**src/rtl/sonar_pkg.sv**
```systemverilog
// Shared types and defaults for the sonar ping sequencer.
// Holds the FSM state enum, default widths, DIV_MIN and a phase helper.
package sonar_pkg;

  localparam int DIV_W   = 8;
  localparam int CNT_W   = 16;
  localparam int TX_W    = 8;
  localparam int DIV_MIN = 2;

  typedef enum logic [2:0] {
    IDLE,
    TX,
    BLANK,
    LISTEN,
    DONE
  } state_t;

  // First phase of a ping that actually has work in it.
  function automatic state_t first_phase(
    input logic tx_zero,
    input logic blank_zero
  );
    if (!tx_zero) return TX;
    if (!blank_zero) return BLANK;
    return LISTEN;
  endfunction

endpackage

```
**src/rtl/sonar_tick_gen.sv**
```systemverilog
// Sample-rate divider: counts 0..div_c-1 while en, tick on the last count.
// Ports: clk, rst (sync, high), clr, en, div_c -> tick.
module sonar_tick_gen #(
  parameter int DIV_W = sonar_pkg::DIV_W
) (
  input  logic             clk,
  input  logic             rst,
  input  logic             clr,
  input  logic             en,
  input  logic [DIV_W-1:0] div_c,
  output logic             tick
);

  logic [DIV_W-1:0] count;
  logic             at_end;

  assign at_end = (count == div_c - DIV_W'(1));
  assign tick   = en && at_end;

  always_ff @(posedge clk) begin
    if (rst || clr) begin
      count <= '0;
    end else if (en) begin
      count <= at_end ? '0 : count + DIV_W'(1);
    end
  end

endmodule

```
**src/rtl/sonar_ping_sequencer.sv**
```systemverilog
// Sequences one sonar ping: TX burst, blanking, then a strobed listen window.
// Ports: start/abort/config in; tx_out, sample_en, sample_idx, busy, done,
// cfg_err out. Macro SONAR_SEQ_REARM_EN adds the cont re-arm input.
module sonar_ping_sequencer #(
  parameter int DIV_W = sonar_pkg::DIV_W,
  parameter int CNT_W = sonar_pkg::CNT_W,
  parameter int TX_W  = sonar_pkg::TX_W
) (
  input  logic             clk,
  input  logic             rst,
  input  logic             start,
  input  logic             abort,
`ifdef SONAR_SEQ_REARM_EN
  input  logic             cont,
`endif
  input  logic [DIV_W-1:0] div_c,
  input  logic [TX_W-1:0]  tx_cycles,
  input  logic [CNT_W-1:0] blank_samples,
  input  logic [CNT_W-1:0] listen_samples,
  output logic             tx_out,
  output logic             sample_en,
  output logic [CNT_W-1:0] sample_idx,
  output logic             busy,
  output logic             done,
  output logic             cfg_err
);

  import sonar_pkg::*;

  localparam logic [DIV_W-1:0] DMIN = DIV_W'(DIV_MIN);

  state_t state, state_n;

  logic [DIV_W-1:0] div_q;
  logic [TX_W-1:0]  tx_q;
  logic [CNT_W-1:0] blank_q;
  logic [CNT_W-1:0] listen_q;

  logic [TX_W:0]    tx_cnt;
  logic [CNT_W-1:0] blank_cnt;

  logic [TX_W:0]    tx_last;
  logic [CNT_W-1:0] blank_last;
  logic [CNT_W-1:0] listen_last;

  logic tick;
  logic cfg_ok;
  logic accept;
  logic entry;

  assign cfg_ok = (div_c >= DMIN) && (listen_samples != '0);
  assign accept = (state == IDLE) && start && cfg_ok;
  assign entry  = (state_n != state);

  // TX ends on the tick that completes 2*tx_cycles half-periods.
  assign tx_last     = {tx_q, 1'b0} - (TX_W + 1)'(1);
  assign blank_last  = blank_q - CNT_W'(1);
  assign listen_last = listen_q - CNT_W'(1);

  assign busy      = (state != IDLE);
  assign done      = (state == DONE);
  assign sample_en = (state == LISTEN) && tick;

  // Divider restarts on every phase change so ticks align to phase entry.
  sonar_tick_gen #(
    .DIV_W (DIV_W)
  ) u_tick (
    .clk   (clk),
    .rst   (rst),
    .clr   (entry),
    .en    (busy),
    .div_c (div_q),
    .tick  (tick)
  );

  always_comb begin
    state_n = state;
    unique case (state)
      IDLE: begin
        if (accept) begin
          state_n = first_phase(tx_cycles == '0,
                                blank_samples == '0);
        end
      end
      TX: begin
        if (tick && tx_cnt == tx_last) begin
          state_n = (blank_q == '0) ? LISTEN : BLANK;
        end
      end
      BLANK: begin
        if (tick && blank_cnt == blank_last) begin
          state_n = LISTEN;
        end
      end
      LISTEN: begin
        if (tick && sample_idx == listen_last) begin
          state_n = DONE;
        end
      end
      DONE: begin
        state_n = IDLE;
`ifdef SONAR_SEQ_REARM_EN
        if (cont) begin
          state_n = first_phase(tx_q == '0, blank_q == '0);
        end
`endif
      end
      default: state_n = IDLE;
    endcase
    if (abort && state != IDLE) begin
      state_n = IDLE;
    end
  end

  always_ff @(posedge clk) begin
    if (rst) begin
      state      <= IDLE;
      div_q      <= '0;
      tx_q       <= '0;
      blank_q    <= '0;
      listen_q   <= '0;
      tx_cnt     <= '0;
      blank_cnt  <= '0;
      sample_idx <= '0;
      tx_out     <= 1'b0;
      cfg_err    <= 1'b0;
    end else begin
      state   <= state_n;
      cfg_err <= (state == IDLE) && start && !cfg_ok;
      if (accept) begin
        div_q    <= div_c;
        tx_q     <= tx_cycles;
        blank_q  <= blank_samples;
        listen_q <= listen_samples;
      end
      if (state == LISTEN && tick) begin
        sample_idx <= sample_idx + CNT_W'(1);
      end
      if (entry) begin
        tx_cnt    <= '0;
        blank_cnt <= '0;
        tx_out    <= (state_n == TX);
        // Index survives into DONE; any other phase change restarts it.
        if (state_n != DONE) begin
          sample_idx <= '0;
        end
      end else if (tick) begin
        if (state == TX) begin
          tx_cnt <= tx_cnt + (TX_W + 1)'(1);
          tx_out <= ~tx_out;
        end
        if (state == BLANK) begin
          blank_cnt <= blank_cnt + CNT_W'(1);
        end
      end
    end
  end

endmodule

```
**config.mk**
```make
export PLATFORM = sky130hd
export DESIGN_NAME = sonar_ping_sequencer
export DESIGN_NICKNAME = d
export VERILOG_FILES = /design/src/rtl/sonar_pkg.sv /design/src/rtl/sonar_tick_gen.sv /design/src/rtl/sonar_ping_sequencer.sv
export SDC_FILE = /design/constraint.sdc
export NUM_CORES = 1
export LEC_CHECK = 0
export BUFFER_PORTS_ARGS = -buffer_cell sky130_fd_sc_hd__buf_2
export CORE_UTILIZATION = 55
export CTS_CLUSTER_DIAMETER = 30
export DETAILED_ROUTE_END_ITERATION = 16
export PLACE_DENSITY = 0.76
export SYNTH_ARGS = -nofsm -noshare
export SYNTH_HDL_FRONTEND = slang
export SYNTH_SLANG_ARGS = --single-unit
export TNS_END_PERCENT = 1
```
**constraint.sdc**
```tcl
create_clock -name clk -period 5.7 [get_ports clk]
set_input_delay 1.14 -clock clk [delete_from_list [all_inputs] [get_ports clk]]
set_output_delay 1.14 -clock clk [all_outputs]
set_load 0.01 [all_outputs]
```
# --- After elaboration in Yosys (flattened, before gate mapping) ---
# Index checks and enable logic that the tools add are counted.
op_classes:
  reduce_logical: 24
  mux: 25
  n_addsub: 8
  magnitude_cmp: 1
  eq_ne: 11
  bitwise_logic: 1
op_table:
  columns: ["operator", "n"]
  rows:
  - ["$mux W16", 3]
  - ["$add A16 B1 Y16 const B", 2]
  - ["$eq A16 B16 Y1", 2]
  - ["$logic_not A16 Y1", 2]
  - ["$sub A16 B1 Y16 const B", 2]
  - ["$mux W3", 9]
  - ["$reduce_bool A16 Y1", 1]
  - ["$pmux W3 S4", 1]
  - ["$mux W1", 11]
  - ["$logic_and A1 B1 Y1", 10]
  - ["$add A9 B1 Y9 const B", 1]
  - ["$eq A9 B9 Y1", 1]
  - ["$sub A9 B1 Y9 const B", 1]
  - ["$add A8 B1 Y8 const B", 1]
  - ["$eq A8 B8 Y1", 1]
  - ["$ge A8 B2 Y1 const B", 1]
  - ["$logic_not A8 Y1", 1]
  - ["$mux W8", 1]
  - ["$sub A8 B1 Y8 const B", 1]
  - ["$eq A3 B1 Y1 const B", 2]
  - ["$eq A3 B2 Y1 const B", 2]
  - ["$reduce_and A2 Y1", 3]
  - ["$reduce_bool A2 Y1", 2]
  - ["$eq A3 B3 Y1 const B", 1]
  - ["other kinds (8)", 8]
word_totals:
  word_cells: 81
  in_bits: 52
  register_bits: 102

# --- Depth between registers and ports, before layout ---
logic_depth:
  depth_word: 16
  depth_mapped: 14

# --- By module ---
# A second synthesis with hierarchy kept.
hier_totals:
  hier_cells: 691
  area_unflattened_um2: 5916.9
by_module_without_submodules:
  columns: ["mod", "cells_per_inst", "instances", "seq_area_each_um2", "area_per_inst_um2"]
  rows:
  - ["sonar_ping_sequencer", 614, 1, 1881.8, 5272.6]
  - ["sonar_tick_gen", 77, 1, 160.2, 644.4]

# --- Worst setup path before layout ---
# No wires, ideal clock.
synth_path:
  path_type: "input-to-reg"
  from: "input div_c[4]"
  to: "register blank_q[0]"
  setup_time_ns: 0.128
  t_arrival_ns: 3.417
  path_slack_ns: 2.155
  cell_stages: 8
  path_buffers: 3
  cell_sequence: "or4_1 o41ai_1 or2_2 clkbuf_1 buf_1 buf_1 mux2i_1 nor2_1"
synth_between:
  elab_chain_len: 3
synth_lines:
  columns: ["element", "line", "source"]
  rows:
  - ["from (decl)", "sonar_ping_sequencer.sv:16", "input logic [DIV_W-1:0] div_c,"]
  - ["$ge A8 B2 Y1", "sonar_ping_sequencer.sv:51", "assign cfg_ok = (div_c >= DMIN) && (listen_samples != '0);"]
  - ["$logic_and A1 B1 Y1", "sonar_ping_sequencer.sv:51", null]
  - ["$logic_and A1 B1 Y1", "sonar_ping_sequencer.sv:52", "assign accept = (state == IDLE) && start && cfg_ok;"]
  - ["to (signal assigned)", "sonar_ping_sequencer.sv:133", "blank_q <= blank_samples;"]
  - ["to (decl)", "sonar_ping_sequencer.sv:36", "logic [CNT_W-1:0] blank_q;"]
# Every way passes these cells.
# A chain may end at the register's enable or synchronous reset.

# --- Worst setup path in the final report ---
layout_path:
  from: "register div_q[2]"
  to: "register u_tick.count[2]"
layout_between:
  elab_chain_len: 9
layout_lines:
  columns: ["element", "line", "source"]
  rows:
  - ["from (decl)", "sonar_ping_sequencer.sv:34", "logic [DIV_W-1:0] div_q;"]
  - ["from (signal assigned)", "sonar_ping_sequencer.sv:131", "div_q <= div_c;"]
  - ["$sub A8 B1 Y8 *", "sonar_tick_gen.sv:17", "assign at_end = (count == div_c - DIV_W'(1));"]
  - ["$eq A8 B8 Y1 *", "sonar_tick_gen.sv:17", null]
  - ["$logic_and A1 B1 Y1", "sonar_tick_gen.sv:18", "assign tick = en && at_end;"]
  - ["$logic_and A1 B1 Y1 (on tied branches)", "sonar_ping_sequencer.sv:96, sonar_ping_sequencer.sv:86, sonar_ping_sequencer.sv:91", null]
  - ["$mux W3 (on tied branches)", "sonar_ping_sequencer.sv:96, sonar_ping_sequencer.sv:86, sonar_ping_sequencer.sv:91", null]
  - ["$pmux W3 S4", "sonar_ping_sequencer.sv:78", "unique case (state)"]
  - ["$mux W3", "sonar_ping_sequencer.sv:110", "if (abort && state != IDLE) begin"]
  - ["$ne A3 B3 Y1", "sonar_ping_sequencer.sv:53", "assign entry = (state_n != state);"]
  - ["$logic_or A1 B1 Y1", "sonar_tick_gen.sv:21", "if (rst || clr) begin"]
  - ["to (signal assigned)", "sonar_tick_gen.sv:24", "count <= at_end ? '0 : count + DIV_W'(1);"]
  - ["to (decl)", "sonar_tick_gen.sv:14", "logic [DIV_W-1:0] count;"]
# Every way passes the cells marked *; elsewhere a longest branch is shown, timed or not.

==> run metrics <==
M1 WL=between 7 and 8 mm; Post-synth EDFFs=0; hold path endpoint=div_q[7]; crit path launch type=flop; Worst Skew=0.00611 ns; Initial Util=56.6%; min-delay src=div_q[7]; row cnt=38; Synth Register Bits=around 100; MaxCap Viol Count=0; CTS tree=done; Nets=843; crit path DAT=4.61 ns; clk_lat worst skew=0.38 ns; CTS-repair resized insts=0; VDD IR max=around 190 uV; internal power=around 1.0 mW; First-pass DRT Iterations=6; worst path cell trace=or4_4 -> or4_1 -> a2111o_1 -> a211o_1 -> a2111oi_0 -> nor3_1 -> nor2_2 -> a2111oi_0; Die W=roughly 110 um; sum of negative setup slack=0 ns; port bufs=72; switching pwr=between 0.4 and 0.5 mW; Final Cycle Share=~77%; via count=a little under 6k; Pins Over Slew Limit=0; DRC viols=0; Worst Reg-to-Reg Cells=8; dpl ws=1.24 ns; Seq pwr share=about half; DRT antenna net count=0; max incr delay on CP=between 0.9 and 1 ns; highest routed layer=met4; Final GP Congestion=between 0.9 and 1; # setup viols final=0; worst hold-check path type=reg2reg; GRT Overall Usage=between 20% and 30%; Vias/cell=just over 6; Largest delay share family, worst path=simple AND/OR/NAND/NOR gates; P per Cell Area=about 220 mW/mm^2; area grow syn2layout=9.08%; core region area=between 0.01 and 0.015 sq mm; wire length on met3=968 um; share of the synthesized area in the top cell type=roughly a third; first-pass GRT wire length=25.5 mm; final hold viol count=0; crit path launch=div_q[2]; switching part of the total=31.4%; Comb pwr share=a little over a fifth; vias in the first global route=between 5k and 6k; WP buf/inv=0; routed wl met2=7.41 mm; unrepaired setup endpoints after global routing=false; Die Height=around 110 um; Final min period=4.41 ns; register area share after synthesis=roughly a third; Syn Std Cell Area=between 0.006 and 0.007 sq mm; worst-margin pin slew=about 1.3 ns; Post-DP HPWL=~12 mm; initial antenna violation count=1; setup ws final=roughly 1.3 ns; clock share of power=between 20 and 30%; mean instance size in the synthesized netlist=8.33 sq um; final WL=approximately 16 mm; Crit-path slowest cell=nor2_2; status=complete, no violations; initial DRC count=roughly 350; worst hold path stage count=2; Max-slew headroom=approximately an eighth; FMAX=0.227 GHz; die area=~0.012 sq mm; crit path max fanout=33; Synth warnings=0; total grt overflow=0; ratio of cells with drive above 1 in the final layout=between 10% and 20%; FILL cells=947; CTS hold repair buffers=0; FF-to-FF setup slack=roughly 1.3 ns; Post-CTS Setup Bufs=0; Avg WL per Cell=~17 um; largest net degree at the start of global routing=54; total power=between 1.5 and 2 mW; Worst EP required=about 5.9 ns; most frequent CP cell=a2111oi_0; Post-Synthesis Cells=739; top cells by area, synth=dfxtp_1, mux2i_1, xnor2_1; cell taking the most area after synthesis=dfxtp_1; Reg clk slew, reported paths=roughly 0.09 ns; Max Buffers Root-to-Sink=2; Top Ports=73; post-synthesis cell type count=66; Top FF cell, synth=dfxtp_1; RR Endpoint=u_tick.count[2]; Sink Count=roughly 100; Clk Tree Root Cell=clkbuf_8; CTS H-Tree Depth=3; Worst Setup End Kind=flop; FFs w/ async S/R, synth=0%; Mapped Nets=799; Crit Path Class=reg2reg; RR Startpoint=div_q[2]; leakage=2.64 nW; Inserted Clock Buffers=9
[registers in the layout, summed over array words and instances (netlist names)]
name / count
blank_cnt: 16
blank_q: 16
listen_q: 16
sample_idx: 16
tx_cnt: 9
div_q: 8
tx_q: 8
u_tick.count: 8
state: 3
cfg_err: 1
tx_out: 1
[tightest hold or removal path, delay by kind of cell, from the launching register on]
kind / cells / cell delay (ns)
flops: 1 / 0.36
mux: 1 / 0.08
simple gates: 1 / 0.07
[Yosys cell counts, drive strengths merged, types with 3 or more instances]
library cell / number
a21oi: 12
a41oi: 3
nor3b: 5
nor4: 52
o21ai: 15
nor4b: 6
and4: 4
o31ai: 3
clkbuf: 28
nand3: 19
a31oi: 5
o32ai: 4
mux2i: 51
o2111ai: 5
a211oi: 5
o211ai: 3
nor2b: 4
or2: 3
xnor2: 52
and3: 13
nand4: 24
nand2: 33
or4b: 3
inv: 22
or3: 4
buf: 15
dfxtp: 102
a2111oi: 7
ha: 8
nand3b: 6
nand2b: 7
nor3: 45
o21a: 4
or4: 5
xor2: 43
nor2: 90
[metal layers]
| layer | GRT usage [%] | vias to the layer above |
|---|---|---|
| met4 | 10.3 | 0 |
| met2 | 45.4 | 200 |
| met3 | 4.36 | 21 |
| li1 | - | 2792 |
| met5 | 0 | - |
| met1 | 37.8 | 2771 |
[kinds of logic (layout without fill, tap and decap cells)]
logic type	after synthesis	after routing	synth area share, %
simple gates	328	328	28.2
flops	102	102	33.2
xor+xnor	95	95	13.5
compound gates	90	90	10.9
buf+inv	65	113	4.25
mux	51	51	8.29
fa+ha+maj	8	8	1.63
other cells	0	1	0
[power by group through the flow]
stage               logic [mW]  registers (mW)  clock network [mW]
floorplan                0.252           0.776                   0
global placement         0.304           0.790                   0
detailed placement       0.315           0.791                   0
CTS                      0.317           0.775               0.410
global route             0.351           0.780               0.441
finish                   0.320           0.776               0.406
[cells in the final DEF (no fill, tap or decap), types with 6 or more instances in the layout]
master,count
nor2_1,89
nand2b_1,7
xnor2_1,52
nand2_1,33
xor2_1,43
o21ai_0,15
and3_1,13
nor4_1,52
ha_1,8
mux2i_1,51
clkbuf_8,9
nand3b_1,6
nor4b_1,6
buf_2,72
nor3_1,45
inv_1,22
a21oi_1,11
nand4_1,24
dfxtp_1,102
nand3_1,19
a2111oi_0,6
[area by class of cell]
| type | count | area [sq um] | share of cell area [%] |
|---|---|---|---|
| multi-input combinational | 572 | 3870 | 57.6 |
| inverter | 22 | 82.6 | 1.23 |
| clock inverter | 4 | 25.0 | 0.373 |
| timing repair buffer | 76 | 390 | 5.81 |
| tap | 140 | 175 | 2.61 |
| sequential | 102 | 2040 | 30.4 |
| clock buffer | 11 | 131 | 1.96 |
| antenna | 1 | 2.50 | 0.0373 |
[per-stage QoR]
stage	area (sq um)	instances	util [%]	hold WS (ns)
floorplan	6160	739	-	0.484
global placement	6560	912	60.2	0.508
detailed placement	6560	912	60.2	0.518
CTS	6710	927	61.7	0.541
global route	6710	927	61.7	0.569
finish	6720	928	61.7	0.537
[worst max-delay path by stage]
stage	to	cells past startpoint
after floorplan	blank_q[0]	8
after global placement	u_tick.count[2]	10
after detailed placement	u_tick.count[2]	10
after CTS	u_tick.count[2]	8
after global routing	tx_cnt[1]	8
final	u_tick.count[2]	8
Power figures use the tool's default switching activity.
